### src/rtl/dmac_slave_desc_if.sv
// CPU-side register bus between the host and the DMAC slave descriptor block.
interface dmac_slave_desc_if #(parameter int DATA_W = 32);
  logic              S_sel;
  logic              S_wr;
  logic [7:0]        S_address;
  logic [DATA_W-1:0] S_din;
  logic [DATA_W-1:0] S_dout;

  modport master (output S_sel, output S_wr, output S_address, output S_din, input S_dout);
  modport slave  (input S_sel, input S_wr, input S_address, input S_din, output S_dout);
endinterface

### src/rtl/dmac_slave_desc.sv
// DMAC bus-slave register file, descriptor FIFO and start/clear control.
// Optional feature: define DMAC_INTERRUPT_EN for the INTEN register and interrupt output.
module dmac_slave_desc #(
  parameter int FIFO_DEPTH = 8,
  parameter int DATA_W     = 32
) (
  input  logic              clk,
  input  logic              reset_n,
  dmac_slave_desc_if.slave  bus,
  input  logic              op_done,
  input  logic              rd_en,
  output logic              op_start,
  output logic              op_clear,
  output logic [DATA_W-1:0] opmode,
  output logic [DATA_W-1:0] sc_addr,
  output logic [DATA_W-1:0] ds_addr,
  output logic [DATA_W-1:0] data_size,
  output logic [3:0]        data_count,
  output logic              interrupt
);

  localparam int PTR_W = $clog2(FIFO_DEPTH);

  localparam logic [1:0] ST_IDLE = 2'd0;
  localparam logic [1:0] ST_BUSY = 2'd1;
  localparam logic [1:0] ST_DONE = 2'd2;

  localparam logic [7:0] A_START  = 8'h00;
  localparam logic [7:0] A_INTR   = 8'h01;
  localparam logic [7:0] A_INTEN  = 8'h02;
  localparam logic [7:0] A_SRC    = 8'h03;
  localparam logic [7:0] A_DST    = 8'h04;
  localparam logic [7:0] A_SIZE   = 8'h05;
  localparam logic [7:0] A_PUSH   = 8'h06;
  localparam logic [7:0] A_MODE   = 8'h07;
  localparam logic [7:0] A_CLEAR  = 8'h08;
  localparam logic [7:0] A_DCOUNT = 8'h09;

  logic [1:0]        state_r, state_nxt_s;
  logic              done_flag_r, op_start_r, op_clear_r, interrupt_r, inten_r;
  logic [DATA_W-1:0] src_r, dst_r, size_r, s_dout_r, rdata_s;
  logic [1:0]        mode_r;
  logic [DATA_W-1:0] fifo_src_r  [FIFO_DEPTH];
  logic [DATA_W-1:0] fifo_dst_r  [FIFO_DEPTH];
  logic [DATA_W-1:0] fifo_size_r [FIFO_DEPTH];
  logic [PTR_W-1:0]  wr_ptr_r, rd_ptr_r;
  logic [3:0]        count_r;
  logic [DATA_W-1:0] sc_addr_r, ds_addr_r, data_size_r;
  logic              wr_s, rd_s, wr_bit0_s, idle_s, push_s, pop_s, start_s, clear_s;

  function automatic logic [PTR_W-1:0] ptr_inc(input logic [PTR_W-1:0] p);
    return (p == PTR_W'(FIFO_DEPTH - 1)) ? {PTR_W{1'b0}} : p + {{(PTR_W-1){1'b0}}, 1'b1};
  endfunction

  // Access decode; FIFO fullness and emptiness are judged on pre-edge count.
  always_comb begin
    wr_s      = bus.S_sel & bus.S_wr;
    rd_s      = bus.S_sel & ~bus.S_wr;
    wr_bit0_s = wr_s & bus.S_din[0];
    idle_s    = (state_r == ST_IDLE);
    push_s    = wr_bit0_s & (bus.S_address == A_PUSH) & idle_s & (count_r < 4'(FIFO_DEPTH));
    pop_s     = rd_en & (count_r != 4'd0);
    start_s   = wr_bit0_s & (bus.S_address == A_START) & idle_s & (count_r != 4'd0);
    clear_s   = wr_bit0_s & (bus.S_address == A_CLEAR) & (state_r == ST_DONE);
  end

  // Control FSM next-state logic.
  always_comb begin
    state_nxt_s = state_r;
    case (state_r)
      ST_IDLE: if (start_s) state_nxt_s = ST_BUSY; else state_nxt_s = ST_IDLE;
      ST_BUSY: if (op_done) state_nxt_s = ST_DONE; else state_nxt_s = ST_BUSY;
      ST_DONE: if (clear_s) state_nxt_s = ST_IDLE; else state_nxt_s = ST_DONE;
      default: state_nxt_s = ST_IDLE;
    endcase
  end

  // FSM state, done flag and the single-cycle start/clear pulses.
  always_ff @(posedge clk or negedge reset_n) begin
    if (!reset_n) begin
      state_r     <= ST_IDLE;
      done_flag_r <= 1'b0;
      op_start_r  <= 1'b0;
      op_clear_r  <= 1'b0;
    end else begin
      state_r    <= state_nxt_s;
      op_start_r <= start_s;
      op_clear_r <= clear_s;
      if (clear_s)
        done_flag_r <= 1'b0;
      else if ((state_r == ST_BUSY) && op_done)
        done_flag_r <= 1'b1;
      else
        done_flag_r <= done_flag_r;
    end
  end

  // Descriptor staging registers; frozen outside IDLE.
  always_ff @(posedge clk or negedge reset_n) begin
    if (!reset_n) begin
      src_r  <= {DATA_W{1'b0}};
      dst_r  <= {DATA_W{1'b0}};
      size_r <= {DATA_W{1'b0}};
      mode_r <= 2'b00;
    end else if (wr_s && idle_s) begin
      case (bus.S_address)
        A_SRC:   src_r  <= bus.S_din;
        A_DST:   dst_r  <= bus.S_din;
        A_SIZE:  size_r <= bus.S_din;
        A_MODE:  mode_r <= bus.S_din[1:0];
        default: ;
      endcase
    end
  end

  // Descriptor FIFO storage, pointers and occupancy.
  always_ff @(posedge clk or negedge reset_n) begin
    if (!reset_n) begin
      for (int i = 0; i < FIFO_DEPTH; i++) begin
        fifo_src_r[i]  <= {DATA_W{1'b0}};
        fifo_dst_r[i]  <= {DATA_W{1'b0}};
        fifo_size_r[i] <= {DATA_W{1'b0}};
      end
      wr_ptr_r <= {PTR_W{1'b0}};
      rd_ptr_r <= {PTR_W{1'b0}};
      count_r  <= 4'd0;
    end else begin
      if (push_s) begin
        fifo_src_r[wr_ptr_r]  <= src_r;
        fifo_dst_r[wr_ptr_r]  <= dst_r;
        fifo_size_r[wr_ptr_r] <= size_r;
        wr_ptr_r              <= ptr_inc(wr_ptr_r);
      end
      if (pop_s)
        rd_ptr_r <= ptr_inc(rd_ptr_r);
      case ({push_s, pop_s})
        2'b10:   count_r <= count_r + 4'd1;
        2'b01:   count_r <= count_r - 4'd1;
        default: count_r <= count_r;
      endcase
    end
  end

  // Head-of-FIFO outputs hold their value until the next successful pop.
  always_ff @(posedge clk or negedge reset_n) begin
    if (!reset_n) begin
      sc_addr_r   <= {DATA_W{1'b0}};
      ds_addr_r   <= {DATA_W{1'b0}};
      data_size_r <= {DATA_W{1'b0}};
    end else if (pop_s) begin
      sc_addr_r   <= fifo_src_r[rd_ptr_r];
      ds_addr_r   <= fifo_dst_r[rd_ptr_r];
      data_size_r <= fifo_size_r[rd_ptr_r];
    end
  end

`ifdef DMAC_INTERRUPT_EN
  // Interrupt enable register and registered interrupt request.
  always_ff @(posedge clk or negedge reset_n) begin
    if (!reset_n) begin
      inten_r     <= 1'b0;
      interrupt_r <= 1'b0;
    end else begin
      interrupt_r <= done_flag_r & inten_r;
      if (wr_s && (bus.S_address == A_INTEN))
        inten_r <= bus.S_din[0];
    end
  end
`else
  assign inten_r     = 1'b0;
  assign interrupt_r = 1'b0;
`endif

  // Read data mux; write-only and unmapped addresses return zero.
  always_comb begin
    rdata_s = {DATA_W{1'b0}};
    case (bus.S_address)
      A_INTR:   rdata_s = {{(DATA_W-1){1'b0}}, done_flag_r};
      A_INTEN:  rdata_s = {{(DATA_W-1){1'b0}}, inten_r};
      A_SRC:    rdata_s = src_r;
      A_DST:    rdata_s = dst_r;
      A_SIZE:   rdata_s = size_r;
      A_MODE:   rdata_s = {{(DATA_W-2){1'b0}}, mode_r};
      A_DCOUNT: rdata_s = {{(DATA_W-4){1'b0}}, count_r};
      default:  rdata_s = {DATA_W{1'b0}};
    endcase
  end

  // Registered read data, zero in any cycle without a read.
  always_ff @(posedge clk or negedge reset_n) begin
    if (!reset_n)
      s_dout_r <= {DATA_W{1'b0}};
    else if (rd_s)
      s_dout_r <= rdata_s;
    else
      s_dout_r <= {DATA_W{1'b0}};
  end

  assign bus.S_dout = s_dout_r;
  assign op_start   = op_start_r;
  assign op_clear   = op_clear_r;
  assign opmode     = {{(DATA_W-2){1'b0}}, mode_r};
  assign sc_addr    = sc_addr_r;
  assign ds_addr    = ds_addr_r;
  assign data_size  = data_size_r;
  assign data_count = count_r;
  assign interrupt  = interrupt_r;

endmodule
### src/flat_wrapper.sv
// flat-port wrapper written by rule: the top's interface ports become plain ports
module dmac_slave_desc_flat 
#(
  parameter int FIFO_DEPTH = 8,
  parameter int DATA_W     = 32
)
  (clk, reset_n, op_done, rd_en, op_start, op_clear, opmode, sc_addr, ds_addr, data_size, data_count, interrupt, bus_S_sel, bus_S_wr, bus_S_address, bus_S_din, bus_S_dout);
  dmac_slave_desc_if #(.DATA_W(DATA_W)) bus_i ();
  input  logic clk;
  input  logic reset_n;
  input  logic op_done;
  input  logic rd_en;
  output logic op_start;
  output logic op_clear;
  output logic [DATA_W-1:0] opmode;
  output logic [DATA_W-1:0] sc_addr;
  output logic [DATA_W-1:0] ds_addr;
  output logic [DATA_W-1:0] data_size;
  output logic [3:0] data_count;
  output logic interrupt;
  input wire logic [$bits(bus_i.S_sel)-1:0] bus_S_sel;
  input wire logic [$bits(bus_i.S_wr)-1:0] bus_S_wr;
  input wire logic [$bits(bus_i.S_address)-1:0] bus_S_address;
  input wire logic [$bits(bus_i.S_din)-1:0] bus_S_din;
  output wire logic [$bits(bus_i.S_dout)-1:0] bus_S_dout;
  assign bus_i.S_sel = bus_S_sel;
  assign bus_i.S_wr = bus_S_wr;
  assign bus_i.S_address = bus_S_address;
  assign bus_i.S_din = bus_S_din;
  assign bus_S_dout = bus_i.S_dout;
  dmac_slave_desc #(.FIFO_DEPTH(FIFO_DEPTH), .DATA_W(DATA_W)) u_core (.clk(clk), .reset_n(reset_n), .bus(bus_i), .op_done(op_done), .rd_en(rd_en), .op_start(op_start), .op_clear(op_clear), .opmode(opmode), .sc_addr(sc_addr), .ds_addr(ds_addr), .data_size(data_size), .data_count(data_count), .interrupt(interrupt));
endmodule
### config.mk
export PLATFORM = sky130hd
export DESIGN_NAME = dmac_slave_desc_flat
export DESIGN_NICKNAME = d
export VERILOG_FILES = /design/src/rtl/dmac_slave_desc_if.sv /design/src/rtl/dmac_slave_desc.sv /design/src/flat_wrapper.sv
export SDC_FILE = /design/constraint.sdc
export NUM_CORES = 1
export LEC_CHECK = 0
export ABC_AREA = 1
export CORE_MARGIN = 2
export CORE_UTILIZATION = 39
export DETAILED_ROUTE_END_ITERATION = 6
export MAX_ROUTING_LAYER = met4
export PLACE_DENSITY_LB_ADDON = 0.05
export SLEW_MARGIN = 10
export SYNTH_ARGS = -nofsm -noshare
export SYNTH_HDL_FRONTEND = slang
export SYNTH_SLANG_ARGS = --single-unit
### constraint.sdc
create_clock -name clk -period 3.09 [get_ports clk]
set_input_delay 0.7725 -clock clk [delete_from_list [all_inputs] [get_ports clk]]
set_output_delay 0.7725 -clock clk [all_outputs]
set_load 0.005 [all_outputs]
==> reports/qor.log <==
[global_routing] overflow left after global routing 0
[finish] count of antenna diodes in the layout 0
[die] Die X 357 um
[yosys] total of warnings raised by yosys 0
[setup_path] cell with the largest stage delay on the worst path clkdlybuf4s50_1
[power] IR Drop Worst-Case VDD 1.20 mV
[setup_path] path type of the worst setup path reg -> out
[finish] share of final-layout standard cells stronger than drive strength 1 6.43%
[die] initial cell density of the core 39.2%
[clock_tree] clock latency reported for the late side of the worst-skew pair 0.71 ns
[timing] pin slew with the least headroom to its limit 0.834 ns
[global_routing] Overall Global Routing Usage 29.3%
[placement] post-placement cell count 7319
[finish] total area of multi-input combinational cells 0.0196 sq mm
[finish] Area Overhead vs Synth 14.3%
[placement] half-perimeter wire length after placement 99900 um
[setup_path] Crit path largest cell delay 0.59 ns
[yosys] count of flip-flops with a built-in enable after synthesis 0
[timing] worst-case headroom to the max-slew limit 44.4%
[routing] total number of vias 42700
[power] power density normalized to cell area 724 mW/mm^2
[timing] maximum frequency from static timing analysis 0.390 GHz
[clock_tree] Clk pin slew, worst setup/hold paths 0.06 ns
[yosys] dominant synthesized flop cell dfrtp_1
[die] count of standard-cell rows 129
[clock_tree] Max Buffers Root-to-Sink 3
[die] placeable core region 0.124 sq mm
[clock_tree] CTS Sinks 1009
[placement] # port buffers 181
[setup_path] category of the worst setup path capture point output port
[run_status] outcome finished, final reports clean
[placement] placer's final routability congestion estimate 0.846
[finish] total of fill cells in the finished design 12400
[setup_path] top cell family by delay on the critical path buffers and inverters
[global_routing] initial antenna violation count 2
[yosys] top cell types by occurrence after synthesis nand2_1 (1962), dfrtp_1 (1009), nand4_1 (769)
[global_routing] vias in the first global route 41200
[routing] remaining routing DRC violations 0
[setup_path] Worst Setup Start Kind flip-flop
[timing] Period Utilization, post-route 82.9%
[global_routing] first-pass GRT wire length 276000 um
[timing] clock period minus worst slack 2.56 ns
[die] Die H 357 um
[setup_path] sequence of cells on the critical path clkdlybuf4s50_1
[routing] detailed router's first-iteration violation count 4469
[die] count of boundary I/O pins 213
[yosys] post-synthesis async set-or-reset flop share 100%
[yosys] cell type with the largest total area after synthesis dfrtp_1
[timing] aggregate negative setup slack 0 ns
[min_path] class of the tightest hold or removal check reg -> reg
[setup_path] WP buf/inv 1
[job] total of max-cap violations 0
[yosys] cell with the most instances after synthesis nand2_1
[finish] number of standard cells in the final layout excluding fillers 7529
[yosys] count of state elements after synthesis 1009
[routing] total detailed-routing wirelength 182000 um
[yosys] gate count of the mapped netlist 5967
[finish] net count of the finished layout 5854
[yosys] top cells by area, synth dfrtp_1 (52%), nand2_1 (15%), nand4_1 (9.9%), o21ai_0 (4.8%), nor2_1 (3.7%)
[yosys] area of the mapped netlist 0.0485 sq mm
[timing] unrepaired setup endpoints after global routing no
[yosys] count of unique library cells instantiated by Yosys 32
[timing] final clock skew 0.0163 ns
[finish] sequential cell area in the final layout 0.0253 sq mm
[power] cell leakage power 27.5 nW
[yosys] share of the synthesized area in the top cell type 52.0%
[die] die area 0.127 sq mm
[timing] final count of pins violating max slew 0
[global_routing] pin count of the biggest net entering global routing 146
[routing] total iterations of the first detailed-routing run 6
[setup_path] largest fanout on the critical path 6
[clock_tree] Clock Tree Root clkbuf_16
[yosys] part of the Yosys area used for sequential elements 52.0%
[clock_tree] post-CTS sizing 0
[routing] DR WL/cell 24.2 um
[routing] via/cell ratio 5.67
[power] total power 40.1 mW
[timing] Final setup violation count 0
[clock_tree] TritonCTS clock tree built
[clock_tree] depth of the CTS H-tree 3
[clock_tree] number of clock buffers inserted by TritonCTS 116
[timing] final count of hold timing violations 0
[setup_path] Req. time, crit path 2.32 ns
[routing] remaining number of nets flagged by the antenna check after routing 0
[setup_path] arrival time at the worst endpoint 1.79 ns
[yosys] Syn Area/Cell 8.13 sq um
## tightest hold or removal path: cells and delay by family (launching register included)
| family | cells | cell delay (ns) |
|---|---|---|
| and+or+nand+nor | 2 | 0.09 |
| DFF | 1 | 0.33 |
## state kept, by name, summed over array words and instances, names as in the netlist, 4 cells and up
register            count
u_core.fifo_dst_r     256
u_core.fifo_size_r    256
u_core.fifo_src_r     256
u_core.bus.S_dout      32
u_core.data_size       32
u_core.ds_addr         32
u_core.dst_r           32
u_core.sc_addr         32
u_core.size_r          32
u_core.src_r           32
u_core.data_count       4
## stage by stage
stage	cell area [sq um]	util [%]	hold slack [ns]	setup slack (ns)
final	55500	44.9	0.462	0.528
after global routing	55500	44.9	0.479	0.460
after CTS	55500	44.9	0.467	0.473
after detailed placement	51600	41.8	0.453	0.131
after global placement	51600	41.8	0.447	0.135
after floorplan	48600	-	0.437	0.204
## final cells by class
cell class / instances / area share [%]
flip-flops and latches: 1009 / 45.6
multi-input cells: 4185 / 35.3
repair buffers: 349 / 7.58
clock buffers: 191 / 6.55
well taps: 1637 / 3.69
inverters: 140 / 1.00
clock inverters: 18 / 0.354
## path summary, 6_finish.rpt
kind / depth (start not counted) / slack (ns) / end / startpoint
setup reg to reg: 13 / 0.63 / u_core.data_count[2] / u_core.data_count[1]
max in group asynchronous: 3 / 1.52 / u_core.sc_addr[20] / reset_n
setup / recovery: 1 / 0.53 / data_count[0] / u_core.data_count[0]
hold / removal: 2 / 0.46 / u_core.fifo_size_r[184] / u_core.fifo_size_r[184]
min in group asynchronous: 2 / 0.60 / u_core.fifo_size_r[182] / reset_n
hold reg to reg: 2 / 0.46 / u_core.fifo_size_r[184] / u_core.fifo_size_r[184]
## power breakdown
group / switching [mW] / internal (mW) / total, mW
combinational: 7.57 / 4.03 / 11.6
clock: 5.71 / 8.26 / 14.0
sequential: 0.694 / 13.9 / 14.6
total: 14.0 / 26.2 / 40.1
## routing by layer
layer  global-route usage, %  vias up  part of all wire [%]
met3                    3.53      178                   6.2
met4                    6.19        0                   1.7
li1                        -    19600                     -
met5                       -        -                     0
met2                    44.0     1380                    45
met1                    42.5    21500                    47
## cells in the final DEF, fill, tap and decap left out, types with 2 or more instances in the layout
| cell type | instances |
|---|---|
| a21oi_1 | 104 |
| buf_12 | 90 |
| buf_4 | 77 |
| bufinv_16 | 4 |
| clkbuf_1 | 36 |
| clkbuf_16 | 121 |
| clkbuf_8 | 34 |
| clkdlybuf4s50_1 | 180 |
| clkinv_2 | 12 |
| conb_1 | 31 |
| dfrtp_1 | 1005 |
| dfrtp_4 | 4 |
| ha_1 | 7 |
| inv_1 | 131 |
| inv_2 | 3 |
| inv_4 | 2 |
| inv_6 | 2 |
| inv_8 | 2 |
| nand2_1 | 1957 |
| nand2_2 | 5 |
| nand3_1 | 120 |
| nand3_4 | 8 |
| nand4_1 | 769 |
| nor2_1 | 480 |
| nor2_4 | 6 |
| nor3_2 | 2 |
| o211ai_1 | 193 |
| o21ai_0 | 461 |
| o21ai_1 | 30 |
| xnor2_1 | 2 |
| xor2_1 | 2 |
## timing repair
| action | in CTS | in global routing |
|---|---|---|
| endpoints found under the setup margin | 0 | 0 |
| setup buffers | 0 | 0 |
| hold buffers | 1 | 0 |
| hold endpoints to repair | 10 | 0 |
## kinds of logic after synthesis
logic type / count (synthesis) / share of synthesized area [%]
flip-flops: 1009 / 52.0
adder cells (fa/ha/maj): 7 / 0.180
AND/OR/NAND/NOR: 3354 / 30.4
AO/OA/AOI/OAI: 789 / 9.14
other: 1 / 0.00773
XOR/XNOR: 4 / 0.0722
buffers and inverters: 803 / 8.13
No activity file was read; power rests on OpenSTA's default activity.
